==> config.mk <==
export PLATFORM = sky130hd
export DESIGN_NAME = game_state_ctrl_flat
export DESIGN_NICKNAME = d
export VERILOG_FILES = /design/src/rtl/game_state_ctrl_if.sv /design/src/rtl/game_state_ctrl.sv /design/src/flat_wrapper.sv
export SDC_FILE = /design/constraint.sdc
export NUM_CORES = 1
export LEC_CHECK = 0
export CAP_MARGIN = 5
export CORE_MARGIN = 1
export CORE_UTILIZATION = 51
export DETAILED_ROUTE_END_ITERATION = 8
export PLACE_DENSITY = 0.73
export SYNTH_ARGS = -nofsm -noshare
export SYNTH_HDL_FRONTEND = slang
export SYNTH_SLANG_ARGS = --single-unit
==> constraint.sdc <==
create_clock -name i_Clk -period 5.19 [get_ports i_Clk]
set_input_delay 1.038 -clock i_Clk [delete_from_list [all_inputs] [get_ports i_Clk]]
set_output_delay 1.038 -clock i_Clk [all_outputs]
set_load 0.02 [all_outputs]
==> src/rtl/game_state_ctrl_if.sv <==
// Purpose: signal bundle between the frogger game datapath and the game sequencer.
// Latency: none; this is wiring only.
// Backpressure: none; all signals are sampled levels every pixel clock.
interface game_state_ctrl_if;
  logic       i_Game_Start;    // start button level, debounced upstream
  logic       i_Draw_Frogger;  // frog pixel active this cycle
  logic       i_Draw_Car_Any;  // any car pixel active this cycle
  logic [5:0] i_Frogger_Y;     // frog tile row
  logic       o_Game_Active;   // high only while RUNNING
  logic       o_Frog_Reset;    // one-cycle pulse returning the frog to its start tile
  logic [6:0] o_Score;         // current score
  logic [1:0] o_Lives;         // remaining lives
  logic       o_Game_Over;     // high only while GAME_OVER
  logic [2:0] o_State;         // raw state code for debug / colour selection

  // Datapath side: drives the play inputs and observes sequencer status.
  modport master (
    output i_Game_Start, i_Draw_Frogger, i_Draw_Car_Any, i_Frogger_Y,
    input  o_Game_Active, o_Frog_Reset, o_Score, o_Lives, o_Game_Over, o_State
  );

  // Sequencer side.
  modport slave (
    input  i_Game_Start, i_Draw_Frogger, i_Draw_Car_Any, i_Frogger_Y,
    output o_Game_Active, o_Frog_Reset, o_Score, o_Lives, o_Game_Over, o_State
  );
endinterface

==> src/rtl/game_state_ctrl.sv <==
// Purpose: frogger play sequencer - start/run/score/hit/cleanup/game-over, score and lives.
// Latency: state updates on the deciding edge; Game_Active/Game_Over follow the state one cycle later.
// Backpressure: none; every input is a per-cycle level and is simply ignored outside the states that use it.
module game_state_ctrl #(
  parameter int c_SCORE_LIMIT    = 99,
  parameter int c_LIVES          = 3,
  parameter int c_GOAL_ROW       = 0,
  parameter int c_CLEANUP_CYCLES = 25000000
) (
  input  logic             i_Clk,
  input  logic             i_Rst,
  game_state_ctrl_if.slave gs
);

  typedef enum logic [2:0] {
    IDLE      = 3'b000,
    RUNNING   = 3'b001,
    SCORED    = 3'b010,
    HIT       = 3'b011,
    CLEANUP   = 3'b100,
    GAME_OVER = 3'b101
  } state_t;

  // Counter is sized one bit generously so a cleanup length of 1 still yields a legal width.
  localparam int            CW          = $clog2(c_CLEANUP_CYCLES + 1);
  localparam logic [CW-1:0] CNT_LAST    = CW'(c_CLEANUP_CYCLES - 1);
  localparam logic [6:0]    SCORE_LIMIT = 7'(c_SCORE_LIMIT);
  localparam logic [1:0]    LIVES_INIT  = 2'(c_LIVES);
  localparam logic [5:0]    GOAL_ROW    = 6'(c_GOAL_ROW);

  state_t        r_State;
  logic          r_Start_d;
  logic [CW-1:0] r_Cleanup_Cnt;
  logic [6:0]    r_Score;
  logic [1:0]    r_Lives;
  logic          r_Game_Active;
  logic          r_Game_Over;
  logic          r_Frog_Reset;

  logic          w_Start;
  logic          w_Hit;
  logic          w_Goal;
  logic [6:0]    w_Score_Next;

  assign w_Start = gs.i_Game_Start & ~r_Start_d;
  assign w_Hit   = gs.i_Draw_Frogger & gs.i_Draw_Car_Any;
  assign w_Goal  = (gs.i_Frogger_Y == GOAL_ROW);

  // Score increment saturates so an out-of-range score can never wrap back to a low value.
  assign w_Score_Next = (r_Score >= SCORE_LIMIT) ? SCORE_LIMIT : (r_Score + 7'd1);

  // Remember the previous button level so a held button produces only one start event.
  always_ff @(posedge i_Clk or posedge i_Rst) begin
    if (i_Rst) begin
      r_Start_d <= 1'b0;
    end else begin
      r_Start_d <= gs.i_Game_Start;
    end
  end

  // Play state machine together with score, lives, cleanup timer and all registered outputs.
  always_ff @(posedge i_Clk or posedge i_Rst) begin
    if (i_Rst) begin
      r_State       <= IDLE;
      r_Cleanup_Cnt <= '0;
      r_Score       <= 7'd0;
      r_Lives       <= LIVES_INIT;
      r_Game_Active <= 1'b0;
      r_Game_Over   <= 1'b0;
      r_Frog_Reset  <= 1'b0;
    end else begin
      // Status flags trail the state register by one cycle.
      r_Game_Active <= (r_State == RUNNING);
      r_Game_Over   <= (r_State == GAME_OVER);
      r_Frog_Reset  <= 1'b0;

      case (r_State)
        IDLE: begin
          if (w_Start) begin
            r_State      <= RUNNING;
            r_Score      <= 7'd0;
            r_Lives      <= LIVES_INIT;
            r_Frog_Reset <= 1'b1;
          end
        end

        RUNNING: begin
          // A collision outranks reaching the goal row on the same cycle.
          if (w_Hit) begin
            r_State <= HIT;
          end else if (w_Goal) begin
            r_State <= SCORED;
          end
        end

        SCORED: begin
          r_Score <= w_Score_Next;
          if (w_Score_Next == SCORE_LIMIT) begin
            r_State <= GAME_OVER;
          end else begin
            r_State       <= CLEANUP;
            r_Cleanup_Cnt <= '0;
            r_Frog_Reset  <= 1'b1;
          end
        end

        HIT: begin
          // Last life (or an already-empty count) ends the game without wrapping.
          if (r_Lives <= 2'd1) begin
            r_Lives <= 2'd0;
            r_State <= GAME_OVER;
          end else begin
            r_Lives       <= r_Lives - 2'd1;
            r_State       <= CLEANUP;
            r_Cleanup_Cnt <= '0;
            r_Frog_Reset  <= 1'b1;
          end
        end

        CLEANUP: begin
          if (r_Cleanup_Cnt == CNT_LAST) begin
            r_Cleanup_Cnt <= '0;
            r_State       <= RUNNING;
          end else begin
            r_Cleanup_Cnt <= r_Cleanup_Cnt + 1'b1;
          end
        end

        GAME_OVER: begin
          // Only the edge leaves; the player must press again in IDLE to play.
          if (w_Start) begin
            r_State <= IDLE;
          end
        end

        default: begin
          r_State       <= IDLE;
          r_Cleanup_Cnt <= '0;
        end
      endcase
    end
  end

  assign gs.o_State       = r_State;
  assign gs.o_Score       = r_Score;
  assign gs.o_Lives       = r_Lives;
  assign gs.o_Game_Active = r_Game_Active;
  assign gs.o_Game_Over   = r_Game_Over;
  assign gs.o_Frog_Reset  = r_Frog_Reset;

endmodule

==> src/flat_wrapper.sv <==
// flat-port wrapper written by rule: the top's interface ports become plain ports
module game_state_ctrl_flat 
#(
  parameter int c_SCORE_LIMIT    = 99,
  parameter int c_LIVES          = 3,
  parameter int c_GOAL_ROW       = 0,
  parameter int c_CLEANUP_CYCLES = 25000000
)
  (i_Clk, i_Rst, gs_i_Game_Start, gs_i_Draw_Frogger, gs_i_Draw_Car_Any, gs_i_Frogger_Y, gs_o_Game_Active, gs_o_Frog_Reset, gs_o_Score, gs_o_Lives, gs_o_Game_Over, gs_o_State);
  game_state_ctrl_if gs_i ();
  input  logic i_Clk;
  input  logic i_Rst;
  input wire logic [$bits(gs_i.i_Game_Start)-1:0] gs_i_Game_Start;
  input wire logic [$bits(gs_i.i_Draw_Frogger)-1:0] gs_i_Draw_Frogger;
  input wire logic [$bits(gs_i.i_Draw_Car_Any)-1:0] gs_i_Draw_Car_Any;
  input wire logic [$bits(gs_i.i_Frogger_Y)-1:0] gs_i_Frogger_Y;
  output wire logic [$bits(gs_i.o_Game_Active)-1:0] gs_o_Game_Active;
  output wire logic [$bits(gs_i.o_Frog_Reset)-1:0] gs_o_Frog_Reset;
  output wire logic [$bits(gs_i.o_Score)-1:0] gs_o_Score;
  output wire logic [$bits(gs_i.o_Lives)-1:0] gs_o_Lives;
  output wire logic [$bits(gs_i.o_Game_Over)-1:0] gs_o_Game_Over;
  output wire logic [$bits(gs_i.o_State)-1:0] gs_o_State;
  assign gs_i.i_Game_Start = gs_i_Game_Start;
  assign gs_i.i_Draw_Frogger = gs_i_Draw_Frogger;
  assign gs_i.i_Draw_Car_Any = gs_i_Draw_Car_Any;
  assign gs_i.i_Frogger_Y = gs_i_Frogger_Y;
  assign gs_o_Game_Active = gs_i.o_Game_Active;
  assign gs_o_Frog_Reset = gs_i.o_Frog_Reset;
  assign gs_o_Score = gs_i.o_Score;
  assign gs_o_Lives = gs_i.o_Lives;
  assign gs_o_Game_Over = gs_i.o_Game_Over;
  assign gs_o_State = gs_i.o_State;
  game_state_ctrl #(.c_SCORE_LIMIT(c_SCORE_LIMIT), .c_LIVES(c_LIVES), .c_GOAL_ROW(c_GOAL_ROW), .c_CLEANUP_CYCLES(c_CLEANUP_CYCLES)) u_core (.i_Clk(i_Clk), .i_Rst(i_Rst), .gs(gs_i));
endmodule
==> flow_summary_export.csv <==
group,metric,value,unit
critical_path,crit_path_start_kind,"register",
synth,synth_flop_cell,"dfrtp_1",
hold_path,holdPathStages,1,
critical_path,required,4.15,ns
final_layout,drive_gt1_share,8.421,%
floorplan,die_area,5045,um2
sta,slew_headroom,31.19,%
grt,grt_pass1_vias,1895,
critical_path,reg2reg_depth,6,
final_layout,fin_nets,297,
synth,ys_warn_count,0,
critical_path,critPathMaxStageDelay,0.70,ns
hold_path,worstHoldPathType,"register to register",
power,clockPowerShare,27.0,%
critical_path,slowest_stage,"clkdlybuf4s50_1",
cts,postCtsSetupBuffers,0,
grt,grt_overflow,0,
power,ir_drop,0.0003358,V
synth,synthArstFlopShare,100.0,%
sta,slew_violations,0,
drt,drt_iter0_drc,142,
grt,grt_pass1_wl,9197,um
final_layout,layout.cells.most_common_list,"39 x dfrtp_1, 35 x nand2_1, 25 x clkdlybuf4s50_1",
cts,ctsHoldBuffers,0,
critical_path,rr_startpoint,"u_core.gs.o_Score[0]",
cts,root_buffer,"clkbuf_8",
place,io_buffers,25,
grt,grt_most_used_layer,"met2",
power,netSwitchingPower,409.1,uW
critical_path,cpLargestDelayFamily,"buffers and inverters",
power,p_int,700.5,uW
drt,drtAntennaViolNets,0,
power,power.density,397.0,nW/um2
drt,drcViolationCount,0,
critical_path,critPathKind,"register to output port",
drt,drt-pass1-iter-count,6,
cts,clock_sinks,41,
run_status,status,"complete, no violations",
synth,syn_area,2430,um2
cts,clkLatencyLatePin,0.29,ns
cts,cts_buffers,5,
sta,setup_viol_count_final,0,
critical_path,path_cells,"clkdlybuf4s50_1",
critical_path,worst_r2r_endpoint,"u_core.r_Cleanup_Cnt[20]",
cts,clkTransAtPathRegs,0.08,ns
hold_path,holdPathEnd,"u_core.r_Cleanup_Cnt[19]",
synth,synth_seq_cells,41,
floorplan,num_rows,24,
grt,grt_util_met3,3.704,%
cts,cts_resized,0,
flow_run,max_cap_violations,0,
critical_path,arrival,1.66,ns
cts,cts_tree,"built",
floorplan,die_x,71.03,um
hold_path,min_from,"u_core.r_Cleanup_Cnt[19]",
critical_path,critPathBufInv,1,
synth,synth.net_count,279,
drt,wire_per_inst,15.20,um
sta,fin_crit_sh,51.95,%
sta,hold_viol,0,
power,p_comb_share,34.0,%
final_layout,areaGrowthSynthToFinish,15.04,%
synth,synth_top_area_cell,"dfrtp_1",
power,power_leakage,0.001060,uW
sta,rsz0062_at_grt,"no",
synth,synth_cell_types,60,
cts,cts_max_level,2,
critical_path,critical_path.max_fanout,17,
drt,finalWirelength,5121,um
grt,grtUsageMet1,33.64,%
drt,num_vias,2077,
final_layout,n_antenna_cell,0,
critical_path,r2r_slack,2.75,ns
final_layout,layout_commonest_cell,"dfrtp_1",
floorplan,fp.dieH,71.03,um
synth,synth_top_area_share,40.16,%
place,gp_congestion,0.7999,
sta,tightestPinTransition,1.030,ns
synth,synth.avg_cell_area,9.135,um2
grt,grt_max_degree,47,
grt,use_met2,34.72,%
sta,whs,0.4880,ns
critical_path,setup.worst_path.end_class,"output port",
synth,synth_edf_count,0,
power,p_seq_share,39.0,%
place,place_hpwl,3479,um
floorplan,initial_core_util,54.31,%
synth,syn_inst,266,
grt,grtUsageTotal,22.86,%
floorplan,boundaryPins,26,
power,swShare,36.87,%
sta,max_freq,370.9,MHz
floorplan,core_area,4474,um2
grt,antenna_found_initial,0,
cts,ctsLongestPathBuffers,2,
sta,tns,0,ns
synth,ys_seq_area_share,42.33,%
sta,finClkSkew,0.004980,ns
sta,layout_min_cycle_time,2.696,ns
synth,synthTopCellsByArea,"dfrtp_1 40%, a31oi_1 5.9%, nand2_1 5.4%",
drt,via_per_inst,6.163,
[routing by layer]
layer	vias up	routed length, um
met2	36	2376
li1	1034	-
met5	-	0
met1	1000	2520
met3	7	168
met4	0	57
[cells in the mapped netlist (5+ instances only)]
library cell / count
nor3_1: 5
inv_1: 9
nand2_1: 35
dfrtp_1: 39
buf_2: 6
a21oi_1: 15
nor2_1: 16
nand2b_1: 7
o21ai_0: 11
nand4_1: 6
a31oi_1: 23
a41oi_1: 8
nand3_1: 9
[cells by family (layout without fill, tap and decap cells)]
family / after synthesis / after routing / share of synthesized area [%]
AO/OA/AOI/OAI: 80 / 80 / 22.61
XOR/XNOR: 2 / 2 / 0.7210
flip-flops: 41 / 41 / 42.33
buffers and inverters: 24 / 43 / 5.149
adder cells (fa/ha/maj): 2 / 2 / 1.030
multiplexers: 2 / 2 / 0.8239
AND/OR/NAND/NOR: 115 / 115 / 27.34
[final cells by class]
type	count	area, um2
Fill cell	387	1679
Multi-Input combinational cell	201	1276
Sequential cell	41	1028
Timing Repair Buffer	26	257.7
Clock buffer	5	68.82
Clock inverter	3	65.06
Tap cell	52	65.06
Inverter	9	33.78
[worst max-delay path by stage]
stage	startpoint	to	slack, ns	depth (start not counted)
2_1_floorplan	u_core.gs.o_Score[0]	u_core.r_Cleanup_Cnt[3]	3.19	7
6_report	u_core.gs.o_State[2]	gs_o_State[2]	2.49	1
3_5_place_dp	gs_i_Game_Start	u_core.gs.o_Score[4]	2.53	6
3_3_place_gp	gs_i_Game_Start	u_core.gs.o_Score[4]	2.56	6
5_1_grt	u_core.gs.o_State[2]	gs_o_State[2]	2.41	1
4_1_cts	u_core.gs.o_State[2]	gs_o_State[2]	2.49	1
[flip-flops by register name, indices dropped and copies added (netlist names)]
| register | cells |
|---|---|
| u_core.gs.o_Game_Over | 1 |
| u_core.r_Start_d | 1 |
| u_core.gs.o_Lives | 2 |
| u_core.r_Cleanup_Cnt | 25 |
| u_core.gs.o_Game_Active | 1 |
| u_core.gs.o_State | 3 |
| u_core.gs.o_Frog_Reset | 1 |
| u_core.gs.o_Score | 7 |
[per-stage QoR]
stage	total power (uW)	worst slack [ns]	cells	area (um2)	util, %
finish	1110	2.494	337	2795	62.47
global route	1176	2.414	337	2795	62.47
CTS	1116	2.495	337	2795	62.47
detailed placement	814.8	2.527	329	2661	59.48
global placement	806.2	2.561	329	2661	59.48
floorplan	726.9	3.187	266	2430	-
[power groups by stage]
stage               Clock, uW  Sequential, uW  Combinational [uW]
floorplan                   0             437                 290
global placement            0             435                 371
detailed placement          0             438                 376
CTS                       304             433                 379
global route              317             442                 417
finish                    300             433                 377
Power figures use the tool's default switching activity.
